**src/rtl/sig_cfg_ctrl_pkg.sv**
```systemverilog
// sig_cfg_ctrl_pkg
// Shared definitions for the signal-generator configuration controller:
// FSM state encoding, edited-field encoding, default timing parameters,
// and the key-event priority helper.
package sig_cfg_ctrl_pkg;

  // FSM state encoding
  localparam logic [1:0] ST_IDLE    = 2'd0;
  localparam logic [1:0] ST_RUN     = 2'd1;
  localparam logic [1:0] ST_RESTART = 2'd2;

  // Field under edit
  localparam logic [1:0] FIELD_SIG   = 2'd0;
  localparam logic [1:0] FIELD_AMP   = 2'd1;
  localparam logic [1:0] FIELD_FRE   = 2'd2;
  localparam logic [1:0] FIELD_PHASE = 2'd3;

  // Default timing
  localparam logic [19:0] DB_CYCLES_DEFAULT      = 20'd1_000_000;
  localparam logic [3:0]  RESTART_CYCLES_DEFAULT = 4'd2;

  // One-cycle press events after priority resolution (at most one bit set)
  typedef struct packed {
    logic run;
    logic sel;
    logic inc;
  } key_events_t;

  // run beats sel beats inc; losers in the same cycle are dropped
  function automatic key_events_t prioritize(input logic run,
                                             input logic sel,
                                             input logic inc);
    key_events_t e;
    e.run = run;
    e.sel = sel & ~run;
    e.inc = inc & ~run & ~sel;
    return e;
  endfunction

endpackage

```
**src/rtl/sig_cfg_ctrl_key_debounce.sv**
```systemverilog
// key_debounce
// Synchronizes, debounces and edge-detects one active-low raw key.
// Ports:
//   clk   - system clock
//   rst_n - asynchronous active-low reset
//   key   - raw button input, low when pressed
//   press - one-cycle pulse, the cycle after the debounced level falls
module key_debounce
  import sig_cfg_ctrl_pkg::*;
#(
  parameter logic [19:0] DB_CYCLES = DB_CYCLES_DEFAULT
) (
  input  logic clk,
  input  logic rst_n,
  input  logic key,
  output logic press
);

  logic        sync0;
  logic        sync1;
  logic        level;
  logic        level_q;
  logic [19:0] cnt;

  always_ff @(posedge clk or negedge rst_n) begin
    if (!rst_n) begin
      sync0   <= 1'b1;
      sync1   <= 1'b1;
      level   <= 1'b1;
      level_q <= 1'b1;
      cnt     <= 20'd0;
      press   <= 1'b0;
    end else begin
      sync0   <= key;
      sync1   <= sync0;
      level_q <= level;
      // Falling edge of the debounced level only; release makes no event
      press   <= level_q & ~level;
      if (sync1 == level) begin
        cnt <= 20'd0;
      end else if (cnt >= DB_CYCLES - 20'd1) begin
        // DB_CYCLES consecutive disagreeing samples seen, including this one
        level <= sync1;
        cnt   <= 20'd0;
      end else begin
        cnt <= cnt + 20'd1;
      end
    end
  end

endmodule

```
**src/rtl/sig_cfg_ctrl.sv**
```systemverilog
// sig_cfg_ctrl
// Three-button configuration controller for a waveform generator. Keys are
// debounced into press events that edit four 2-bit fields and start/stop the
// generator; editing while running forces a short confirm-low restart.
// Ports:
//   clk, rst_n                  - clock, asynchronous active-low reset
//   key_sel, key_inc, key_run   - raw active-low buttons
//   cnt_sig/amp/fre/phase       - field codes to the generator
//   confirm                     - generator run enable
//   field_sel                   - field under edit
//   running                     - high whenever the FSM is not IDLE
//   fsm_state                   - current FSM state, for observation
module sig_cfg_ctrl
  import sig_cfg_ctrl_pkg::*;
#(
  parameter logic [19:0] DB_CYCLES      = DB_CYCLES_DEFAULT,
  parameter logic [3:0]  RESTART_CYCLES = RESTART_CYCLES_DEFAULT
) (
  input  logic       clk,
  input  logic       rst_n,
  input  logic       key_sel,
  input  logic       key_inc,
  input  logic       key_run,
  output logic [1:0] cnt_sig,
  output logic [1:0] cnt_amp,
  output logic [1:0] cnt_fre,
  output logic [1:0] cnt_phase,
  output logic       confirm,
  output logic [1:0] field_sel,
  output logic       running,
  output logic [1:0] fsm_state
);

  logic press_sel;
  logic press_inc;
  logic press_run;

  key_debounce #(.DB_CYCLES(DB_CYCLES)) u_db_sel (
    .clk   (clk),
    .rst_n (rst_n),
    .key   (key_sel),
    .press (press_sel)
  );

  key_debounce #(.DB_CYCLES(DB_CYCLES)) u_db_inc (
    .clk   (clk),
    .rst_n (rst_n),
    .key   (key_inc),
    .press (press_inc)
  );

  key_debounce #(.DB_CYCLES(DB_CYCLES)) u_db_run (
    .clk   (clk),
    .rst_n (rst_n),
    .key   (key_run),
    .press (press_run)
  );

  key_events_t ev;
  assign ev = prioritize(press_run, press_sel, press_inc);

  logic [1:0] state;
  logic [1:0] state_nxt;
  logic [3:0] rcnt;
  logic [3:0] rcnt_nxt;

  assign fsm_state = state;

  always_comb begin
    state_nxt = state;
    rcnt_nxt  = rcnt;
    case (state)
      ST_IDLE: begin
        if (ev.run) state_nxt = ST_RUN;
      end
      ST_RUN: begin
        if (ev.run) begin
          state_nxt = ST_IDLE;
        end else if (ev.inc) begin
          state_nxt = ST_RESTART;
          rcnt_nxt  = 4'd0;
        end
      end
      ST_RESTART: begin
        if (ev.run) begin
          state_nxt = ST_IDLE;
          rcnt_nxt  = 4'd0;
        end else if (ev.inc) begin
          // Another edit restarts the low window from the beginning
          rcnt_nxt = 4'd0;
        end else if (rcnt >= RESTART_CYCLES - 4'd1) begin
          state_nxt = ST_RUN;
          rcnt_nxt  = 4'd0;
        end else begin
          rcnt_nxt = rcnt + 4'd1;
        end
      end
      default: begin
        state_nxt = ST_IDLE;
        rcnt_nxt  = 4'd0;
      end
    endcase
  end

  // confirm/running are registered from the next state so they change on the
  // same edge as the state itself
  always_ff @(posedge clk or negedge rst_n) begin
    if (!rst_n) begin
      state   <= ST_IDLE;
      rcnt    <= 4'd0;
      confirm <= 1'b0;
      running <= 1'b0;
    end else begin
      state   <= state_nxt;
      rcnt    <= rcnt_nxt;
      confirm <= (state_nxt == ST_RUN);
      running <= (state_nxt != ST_IDLE);
    end
  end

  always_ff @(posedge clk or negedge rst_n) begin
    if (!rst_n) begin
      field_sel <= FIELD_SIG;
      cnt_sig   <= 2'd0;
      cnt_amp   <= 2'd0;
      cnt_fre   <= 2'd0;
      cnt_phase <= 2'd0;
    end else begin
      if (ev.sel) field_sel <= field_sel + 2'd1;
      if (ev.inc) begin
        case (field_sel)
          FIELD_SIG:   cnt_sig   <= cnt_sig + 2'd1;
          FIELD_AMP:   cnt_amp   <= cnt_amp + 2'd1;
          FIELD_FRE:   cnt_fre   <= cnt_fre + 2'd1;
          default:     cnt_phase <= cnt_phase + 2'd1;
        endcase
      end
    end
  end

endmodule
```
**config.mk**
```make
export PLATFORM = sky130hd
export DESIGN_NAME = sig_cfg_ctrl
export DESIGN_NICKNAME = d
export VERILOG_FILES = /design/src/rtl/sig_cfg_ctrl_pkg.sv /design/src/rtl/sig_cfg_ctrl_key_debounce.sv /design/src/rtl/sig_cfg_ctrl.sv
export SDC_FILE = /design/constraint.sdc
export NUM_CORES = 1
export LEC_CHECK = 0
export CAP_MARGIN = 15
export CORE_MARGIN = 4
export CORE_UTILIZATION = 35
export DETAILED_ROUTE_END_ITERATION = 12
export MAX_ROUTING_LAYER = met4
export PLACE_DENSITY_LB_ADDON = 0.12
export SKIP_LAST_GASP = 1
export SYNTH_ARGS = -nofsm -noshare
export SYNTH_HDL_FRONTEND = slang
export SYNTH_SLANG_ARGS = --single-unit
```
**constraint.sdc**
```tcl
create_clock -name clk -period 1.6 [get_ports clk]
set_input_delay 0.32 -clock clk [delete_from_list [all_inputs] [get_ports clk]]
set_output_delay 0.32 -clock clk [all_outputs]
set_load 0.01 [all_outputs]
```
==> qor.csv, run 1 <==
stage,metric,value,unit
synthesis,ys_ff_latch,93,
power_and_ir_drop,switchingPower,1030,uW
floorplanning,io_pins,19,
setup_path,criticalPathCategory,reg2reg,
setup_path,cp.arrival,1940,ps
floorplanning,rows,39,
placement,placed_area,4920,sq um
floorplanning,core,11600,sq um
setup_path,crit_family,simple AND/OR/NAND/NOR gates,
synthesis,synth_area,4210,sq um
placement,gp_congestion,0.766,
synthesis,synth_edf_count,0,
setup_path,slowest_delay,390,ps
routing,ant_nets,0,
grt,grt_pass1_wl,14500,um
timing,slew_headroom,0.759,
synthesis,syn_inst,396,
timing,slew_viol_final,0,
synthesis,synth_flop_cell,dfrtp_1,
cts,numCtsBuffers,9,
routing,detail_route.vias_per_cell,4.84,
routing,post_drt_wl_per_cell,13.1,um
timing,fin_crit_sh,1.04,
floorplanning,dieArea,13800,sq um
floorplanning,initial_utilization,0.364,
routing,wirelength,8140,um
cts,htreeDepth,3,
power_and_ir_drop,power.density,901,nW/um^2
setup_path,critPathBufInv,1,
floorplanning,die_width,118,um
grt,overflow,0,
timing,fmax,598,MHz
routing,drc,0,
power_and_ir_drop,power_frac_clock,0.486,
cells_and_area,layout-drive-gt1-share,0.296,
grt,grt_max_degree,45,
setup_path,cp_max_fo,6,
timing,fin_setup_tns,-958,ps
power_and_ir_drop,total_power,5060,uW
setup_path,crit_path_end_kind,register,
power_and_ir_drop,swShare,0.203,
synthesis,ys_warn_count,0,
timing,skew,5.19,ps
grt,antenna_found_initial,0,
cells_and_area,layout_common_cells,"dfrtp_1 (77), nor2_1 (47), buf_4 (47)",
timing,finalSetupViolCount,19,
cells_and_area,area_growth,33.6,%
setup_path,crit_chain,"nor4_2, o211ai_1, a41o_1, or2_4, buf_2, nor2_1",
routing,vias,3018,
power_and_ir_drop,pwr-share-seq,0.475,
cts,cts.sinks,93,
power_and_ir_drop,intPower,4040,uW
timing,hold_viol_final,0,
timing,tightest_slew,362,ps
grt,grt_use_total,0.129,
routing,drtIter0Drc,150,
synthesis,avgSynthCellArea,10.6,sq um
cts,root_buffer,clkbuf_16,
timing,whs,356,ps
synthesis,ys_seq_area_frac,0.557,
cells_and_area,utilization,0.486,
status,violations,negative setup slack,
cells_and_area,fin_nets,490,
placement,portBuffers,18,
power_and_ir_drop,power.leakage,0.00254,uW
timing,layout_min_cycle_time,1670,ps
min_path,worstHoldPathType,reg2reg,
placement,place_hpwl,5580,um
cts,clk_path_buf_depth,2,
cells_and_area,final_common_cell,dfrtp_1,
status,status,"complete, but fails checks",
setup_path,setup.worst_path.start_class,register,
setup_path,worst_path_max_delay_cell,dfrtp_1,
power_and_ir_drop,combinationalPowerShare,0.040,
cts,clk_latency,340,ps
cells_and_area,antenna_cells,0,
cts,clkSlewWorstSetupHoldPaths,60,ps
timing,grt_setup_unrepaired,yes,
power_and_ir_drop,ir_drop,0.464,mV
timing,worst_slack,-71.1,ps
floorplanning,die_y,118,um
synthesis,yosysUniqueCellTypes,39,
routing,drt-pass1-iter-count,4,
run,maxCapViolCount,0,
cts,cts_tree,built,
synthesis,async_reset_ff_frac,1.00,
synthesis,synth_nets,411,
cells_and_area,stdcell_area,5620,sq um
grt,grt_pass1_vias,3035,
setup_path,crit_required,1870,ps
## layer usage
layer | part of all wire | track usage | wire length (um) | up-vias
li1 | - | - | - | 1503
met1 | 0.48 | 0.178 | 3900 | 1469
met2 | 0.48 | 0.189 | 3910 | 37
met3 | 0.030 | 0.0317 | 245 | 9
met4 | 0.011 | 0.0396 | 87 | 0
met5 | 0 | - | 0 | -
## path summary, 6_finish.rpt
check                            startpoint               end  slack [ps]  cells after the start
hold / removal               u_db_inc.sync0    u_db_inc.sync1         360                      0
setup reg to reg           u_db_sel.cnt[10]  u_db_sel.cnt[10]         -70                      6
min in group asynchronous             rst_n      cnt_phase[1]         440                      2
hold reg to reg              u_db_inc.sync0    u_db_inc.sync1         360                      0
setup / recovery           u_db_sel.cnt[10]  u_db_sel.cnt[10]         -70                      6
max in group asynchronous             rst_n    u_db_run.sync0         560                      3
## worst register-to-register path, delay by kind of cell (launching register included)
kind                   cells  cell delay [ps]
DFF                        1              390
AOI/OAI and AO/OA          2              400
buffers and inverters      1              170
and+or+nand+nor            3              640
## through the flow
stage / worst slack (ps) / cells
finish: -71.1 / 623
CTS: -97.8 / 620
global placement: -76.2 / 598
floorplan: -45.3 / 396
detailed placement: -153 / 598
global route: -170 / 623
## final cells by class
| type | instances | area [sq um] |
|---|---|---|
| clock buffer | 10 | 239 |
| timing repair buffer | 74 | 676 |
| multi-input combinational | 287 | 2030 |
| tap | 143 | 179 |
| fill | 1071 | 5950 |
| sequential | 93 | 2350 |
| inverter | 10 | 37.5 |
| clock inverter | 6 | 110 |
## power by group through the flow
stage / sequential, uW / combinational [uW] / clock (uW)
after floorplan: 2440 / 59.7 / 0
after global placement: 2450 / 171 / 0
after detailed placement: 2450 / 175 / 0
after CTS: 2400 / 187 / 2530
after global routing: 2400 / 230 / 2660
final: 2400 / 201 / 2460
## synthesized netlist by cell type (all sizes together), types with 2 or more instances
library cell | number | area share
o21ai | 10 | 0.012
dfstp | 12 | 0.075
buf | 3 | 0.0074
a22o | 2 | 0.0042
dfrtp | 81 | 0.48
mux2 | 5 | 0.013
nand2 | 21 | 0.019
xor2 | 32 | 0.067
clkbuf | 3 | 0.0027
a31oi | 2 | 0.0030
or2 | 3 | 0.0045
xnor2 | 31 | 0.065
nand3 | 33 | 0.039
nor4 | 4 | 0.0059
nand2b | 3 | 0.0045
inv | 10 | 0.0089
nor2b | 5 | 0.0074
and3 | 12 | 0.018
o211ai | 3 | 0.0054
nor2 | 71 | 0.063
nor3 | 10 | 0.013
and4 | 3 | 0.0062
ha | 10 | 0.030
nand4 | 13 | 0.019
a21oi | 4 | 0.0048
## flip-flops by register name, indices dropped and copies added, names as in the netlist, 2 cells and up
signal and flops:
u_db_inc.cnt 20, u_db_run.cnt 20, u_db_sel.cnt 20, rcnt 4, cnt_amp 2, cnt_fre 2, cnt_phase 2, cnt_sig 2
field_sel 2, fsm_state 2
## cell families (layout without fill, tap and decap cells)
kind of cell,count (synthesis),count (layout),share of synthesized area
AND/OR/NAND/NOR,182,182,0.207
flip-flops,93,93,0.557
XOR/XNOR,63,63,0.131
AO/OA/AOI/OAI,26,26,0.0402
buffers and inverters,16,100,0.0190
adder cells (fa/ha/maj),10,10,0.0298
multiplexers,6,6,0.0158
## timing repair
item | in CTS | in global routing
cloned | 1 | 0
setup endpoints to repair | 46 | 58
gates resized for setup | 16 | 71
hold buffers | 1 | 0
hold endpoints to repair | 18 | 0
pin swaps | 4 | 24
setup buffers | 5 | 3
Power figures use the tool's default switching activity.
==> run 2, diff against run 1 <==
--- a/config.mk
+++ b/config.mk
@@ -9,6 +9,7 @@
 export CORE_MARGIN = 4
 export CORE_UTILIZATION = 35
 export DETAILED_ROUTE_END_ITERATION = 12
+export DONT_BUFFER_PORTS = 1
 export MAX_ROUTING_LAYER = met4
 export PLACE_DENSITY_LB_ADDON = 0.12
 export SKIP_LAST_GASP = 1
==> constraint.sdc (replaced) <==
create_clock -name clk -period 1.76 [get_ports clk]
set_input_delay 0.352 -clock clk [delete_from_list [all_inputs] [get_ports clk]]
set_output_delay 0.352 -clock clk [all_outputs]
set_load 0.01 [all_outputs]
==> run 2 against run 1 <==
Combinational power fell by 49%; critical path depth did not move; the run ends with negative hold slack left; largest cell class unchanged; maximum frequency fell by 2.6%.
==> qor.csv, run 2 (synthesized netlist as in run 1, its figures left out) <==
stage,metric,value,unit
setup_path,crit_path_end_kind,register,
cts,clk_path_buf_depth,2,
timing,tightest_slew,340,ps
setup_path,cp_max_fo,9,
cells_and_area,utilization,0.431,
routing,drtIter0Drc,141,
setup_path,crit_cells,6,
setup_path,crit_required,2030,ps
cells_and_area,antenna_cells,0,
routing,ant_nets,0,
cells_and_area,area_growth,18.4,%
grt,grt_pass1_vias,2722,
setup_path,setup.worst_path.start_class,register,
timing,slew_headroom,0.771,
timing,fmax,583,MHz
cells_and_area,fin_nets,446,
cells_and_area,final_common_cell,dfrtp_1,
floorplanning,die_width,118,um
setup_path,ff2ff_path_depth,6,
routing,drc,0,
setup_path,crit_family,simple AND/OR/NAND/NOR gates,
floorplanning,die_y,118,um
routing,vias,2843,
placement,gp_congestion,0.751,
setup_path,regToRegSetupSlack,40,ps
status,violations,negative hold slack,
placement,portBuffers,0,
grt,grt_max_degree,94,
power_and_ir_drop,power.density,846,nW/um^2
cts,cts.sinks,93,
cts,cts_hold_buf,3,
routing,detail_route.vias_per_cell,4.91,
setup_path,r2r_start,u_db_sel.cnt[10],
routing,wirelength,7690,um
floorplanning,rows,39,
min_path,worstHoldPathType,in2async,
cts,cts_tree,built,
setup_path,crit_chain,"nor4_2, o211ai_1, a41o_1, or2_4, clkbuf_16, nor2_1",
timing,layout_min_cycle_time,1720,ps
floorplanning,core,11600,sq um
placement,pre_cts_ws,-55.0,ps
timing,fin_crit_sh,0.975,
timing,grt_setup_unrepaired,yes,
timing,slew_viol_final,0,
setup_path,criticalPathCategory,reg2reg,
timing,finalSetupViolCount,0,
routing,drt-pass1-iter-count,5,
setup_path,slowest_delay,400,ps
status,status,"complete, but fails checks",
placement,placed_area,4540,sq um
timing,worst_slack,44.0,ps
cells_and_area,layout_common_cells,"dfrtp_1 (81), nor2_1 (61), nand3_1 (33)",
timing,skew,6.48,ps
cts,clkSlewWorstSetupHoldPaths,70,ps
grt,overflow,0,
grt,grt_use_total,0.116,
power_and_ir_drop,power.leakage,0.00217,uW
timing,fin_setup_tns,0,ps
cells_and_area,layout-drive-gt1-share,0.186,
timing,whs,-294,ps
setup_path,cp.arrival,1990,ps
cts,numCtsBuffers,9,
placement,place_hpwl,4920,um
floorplanning,dieArea,13800,sq um
floorplanning,initial_utilization,0.364,
grt,grt_pass1_wl,13000,um
cts,htreeDepth,3,
grt,antenna_found_initial,0,
setup_path,worst_path_max_delay_cell,dfrtp_1,
setup_path,critPathBufInv,1,
routing,post_drt_wl_per_cell,13.3,um
cells_and_area,stdcell_area,4980,sq um
cells_and_area,reg_top3,"u_db_inc.cnt x20, u_db_run.cnt x20, u_db_sel.cnt x20",
cts,root_buffer,clkbuf_16,
power_and_ir_drop,ir_drop,0.457,mV
floorplanning,io_pins,19,
timing,hold_viol_final,93,
run,maxCapViolCount,0,
setup_path,rr_endpoint,u_db_sel.cnt[11],
cts,clk_latency,330,ps
==> run 2: how the worst max path moves through the flow <==
| stage | start | end | slack, ps |
|---|---|---|---|
| floorplan | u_db_run.cnt[0] | u_db_run.cnt[10] | 60 |
| global placement | rcnt[1] | running | -40 |
| detailed placement | rcnt[1] | running | -50 |
| CTS | u_db_sel.cnt[13] | u_db_sel.cnt[15] | 3 |
| global route | u_db_sel.cnt[10] | u_db_sel.cnt[7] | -60 |
| finish | u_db_sel.cnt[10] | u_db_sel.cnt[11] | 40 |
==> run 2: worst register-to-register path, stage by stage (launching register included) <==
cell	delay, ps
dfrtp_1	400
nor4_2	290
o211ai_1	180
a41o_1	260
or2_4	260
clkbuf_16	170
nor2_1	90
==> run 2: routing by layer <==
| metal | up-vias | GRT usage | part of all wire |
|---|---|---|---|
| met5 | - | - | 0 |
| met3 | 8 | 0.0312 | 0.029 |
| met1 | 1381 | 0.152 | 0.51 |
| li1 | 1410 | - | - |
| met2 | 44 | 0.173 | 0.45 |
| met4 | 0 | 0.0396 | 0.012 |
==> run 2: per-stage QoR <==
stage	std cells	power, uW
after global routing	579	4380
after CTS	577	4270
after global placement	558	2300
final	579	4210
after floorplan	396	2270
after detailed placement	558	2300
==> run 2: layout make-up <==
| cell class | instances | area, sq um |
|---|---|---|
| sequential | 93 | 2340 |
| multi-input combinational | 287 | 1870 |
| timing repair buffer | 30 | 263 |
| clock inverter | 6 | 63.8 |
| tap | 143 | 179 |
| clock buffer | 10 | 229 |
| fill | 1088 | 6590 |
| inverter | 10 | 37.5 |
==> run 2: report_power, final <==
group / switching, uW / internal [uW]
combinational: 47.7 / 54.4
sequential: 23.5 / 2170
clock: 817 / 1100
==> run 2: what timing repair did <==
action | in CTS | in global routing
endpoints found under the setup margin | 22 | 40
buffers inserted | 0 | 1
hold endpoints to repair | 96 | 93
pin swaps | 1 | 6
resized for setup | 2 | 19
gates cloned | 0 | 1
==> run 3, diff against run 2 <==
--- a/config.mk
+++ b/config.mk
@@ -6,7 +6,6 @@
 export NUM_CORES = 1
 export LEC_CHECK = 0
 export CAP_MARGIN = 15
-export CORE_MARGIN = 4
 export CORE_UTILIZATION = 35
 export DETAILED_ROUTE_END_ITERATION = 12
 export DONT_BUFFER_PORTS = 1
==> run 3 against run 2 <==
The run ends with design-rule violations, negative hold slack left; count of clock-buffer cells in the layout unchanged; power decreased by 2.6%; cell area grew 0.50%; largest power group unchanged; non-clock buffer count is the same; maximum frequency up 1.5%; flip-flop and latch count did not move; setup slack better by 26 ps; clock skew is essentially flat.
==> qor.csv, run 3 (synthesized netlist as in run 1, its figures left out) <==
stage,metric,value,unit
grt,grt_pass1_wl,13200,um
grt,grt_use_total,0.138,
cells_and_area,area_growth,19.0,%
power_and_ir_drop,power_frac_clock,0.440,
cells_and_area,layout-drive-gt1-share,0.184,
power_and_ir_drop,switchingPower,891,uW
floorplanning,dieArea,12500,sq um
routing,drtIter0Drc,120,
cts,clkSlewWorstSetupHoldPaths,60,ps
timing,slew_headroom,0.775,
floorplanning,io_pins,19,
setup_path,worst_path_max_delay_cell,dfrtp_1,
cts,cts.sinks,93,
setup_path,crit_required,2030,ps
setup_path,setup.worst_path.start_class,register,
cells_and_area,n_fill_cell,1101,
timing,tightest_slew,336,ps
setup_path,crit_cells,6,
routing,wirelength,7710,um
run,maxCapViolCount,0,
timing,hold_viol_final,93,
routing,drt-pass1-iter-count,8,
grt,grt_pass1_vias,2786,
setup_path,crit_chain,"nor4_2, o211ai_1, a41o_1, or2_4, buf_8, nor2_2",
routing,post_drt_wl_per_cell,13.3,um
status,status,"complete, but fails checks",
power_and_ir_drop,intPower,3210,uW
floorplanning,initial_utilization,0.364,
min_path,worstHoldPathType,in2async,
setup_path,crit_family,simple AND/OR/NAND/NOR gates,
cts,cts_hold_buf,3,
timing,layout_min_cycle_time,1690,ps
power_and_ir_drop,combinationalPowerShare,0.026,
grt,grt.met2_usage,0.198,
setup_path,ff2ff_path_depth,6,
floorplanning,die_width,112,um
timing,fin_crit_sh,0.960,
cts,clk_path_buf_depth,2,
routing,drc,4,
cts,cts_tree,built,
placement,portBuffers,0,
routing,vias,2835,
power_and_ir_drop,power.density,820,nW/um^2
setup_path,critPathBufInv,1,
setup_path,cp.arrival,1960,ps
routing,detail_route.vias_per_cell,4.90,
grt,met1_usage,0.182,
power_and_ir_drop,power.leakage,0.00217,uW
power_and_ir_drop,pwr-share-seq,0.534,
cells_and_area,reg_top3,"u_db_inc.cnt x20, u_db_run.cnt x20, u_db_sel.cnt x20",
cells_and_area,fin_nets,446,
setup_path,crit_path_end_kind,register,
cells_and_area,utilization,0.433,
status,violations,"design-rule violations, negative hold slack",
routing,ant_nets,0,
cells_and_area,final_common_cell,dfrtp_1,
grt,grt_max_degree,94,
grt,grt_most_used_layer,met2,
floorplanning,rows,39,
grt,antenna_found_initial,0,
timing,skew,6.91,ps
timing,whs,-299,ps
cells_and_area,antenna_cells,0,
cells_and_area,layout_common_cells,"dfrtp_1 (81), nor2_1 (62), nand3_1 (33)",
cts,clk_latency,340,ps
timing,grt_setup_unrepaired,yes,
timing,fmax,592,MHz
cts,htreeDepth,3,
setup_path,criticalPathCategory,reg2reg,
power_and_ir_drop,ir_drop,0.642,mV
placement,gp_congestion,0.720,
floorplanning,die_y,112,um
floorplanning,core,11600,sq um
timing,slew_viol_final,0,
setup_path,cp_max_fo,6,
cts,root_buffer,clkbuf_16,
timing,finalSetupViolCount,0,
cts,numCtsBuffers,9,
setup_path,slowest_delay,400,ps
grt,overflow,0,
power_and_ir_drop,swShare,0.217,
grt,grtUsageMet3,0.0386,
placement,place_hpwl,4930,um
## run 3: changes by cell type in the layout (fill, tap and decap cells not counted), sizes merged
| cell | change |
|---|---|
| clkinv | +1 |
| bufinv | -1 |
| inv | -1 |
## run 3: path summary, 6_finish.rpt
kind	start	end	slack [ps]
worst max-delay path	u_db_sel.cnt[10]	u_db_sel.cnt[17]	70
worst min-delay path	rst_n	cnt_amp[1]	-300
worst max register to register	u_db_sel.cnt[10]	u_db_sel.cnt[17]	70
worst min register to register	u_db_run.sync0	u_db_run.sync1	360
max in group asynchronous	rst_n	u_db_sel.sync1	1820
min in group clk	u_db_run.sync0	u_db_run.sync1	360
## run 3: layer usage
| layer | up-vias | routed length, um |
|---|---|---|
| li1 | 1408 | - |
| met1 | 1394 | 3960 |
| met2 | 23 | 3420 |
| met3 | 10 | 204 |
| met4 | 0 | 121 |
| met5 | - | 0 |
## run 3: repair_timing
item | 4_1_cts | 5_1_grt
setup buffers | 0 | 2
pin swaps | 0 | 12
resized for setup | 3 | 27
setup endpoints to repair | 12 | 41
cloned | 0 | 1
endpoints found under the hold margin | 96 | 93
## run 3: through the flow
step / instance area [sq um] / setup slack [ps] / TNS (ps) / total power (uW) / cells
after global placement: 4540 / 0.0868 / 0 / 2300 / 558
after floorplan: 4210 / 63.9 / 0 / 2270 / 396
after CTS: 4860 / 9.90 / 0 / 4150 / 575
final: 5000 / 69.9 / 0 / 4100 / 578
after global routing: 5000 / -45.8 / -450 / 4270 / 578
after detailed placement: 4540 / -29.5 / -32.0 / 2300 / 558
## run 3: power by group through the flow
stage	sequential (uW)	combinational (uW)	clock [uW]
3_3_place_gp	2230	74.2	0
3_5_place_dp	2230	74.4	0
4_1_cts	2190	81.3	1880
6_report	2190	108	1810
5_1_grt	2190	123	1960
2_1_floorplan	2220	52.3	0
## run 3: final cells by class
type / count / area, sq um / share of cell area
flip-flops and latches: 93 / 2340 / 0.468
multi-input cells: 287 / 1890 / 0.378
repair buffers: 30 / 278 / 0.0555
clock buffers: 10 / 239 / 0.0477
well taps: 143 / 179 / 0.0358
clock inverters: 5 / 37.5 / 0.00750
inverters: 10 / 37.5 / 0.00750
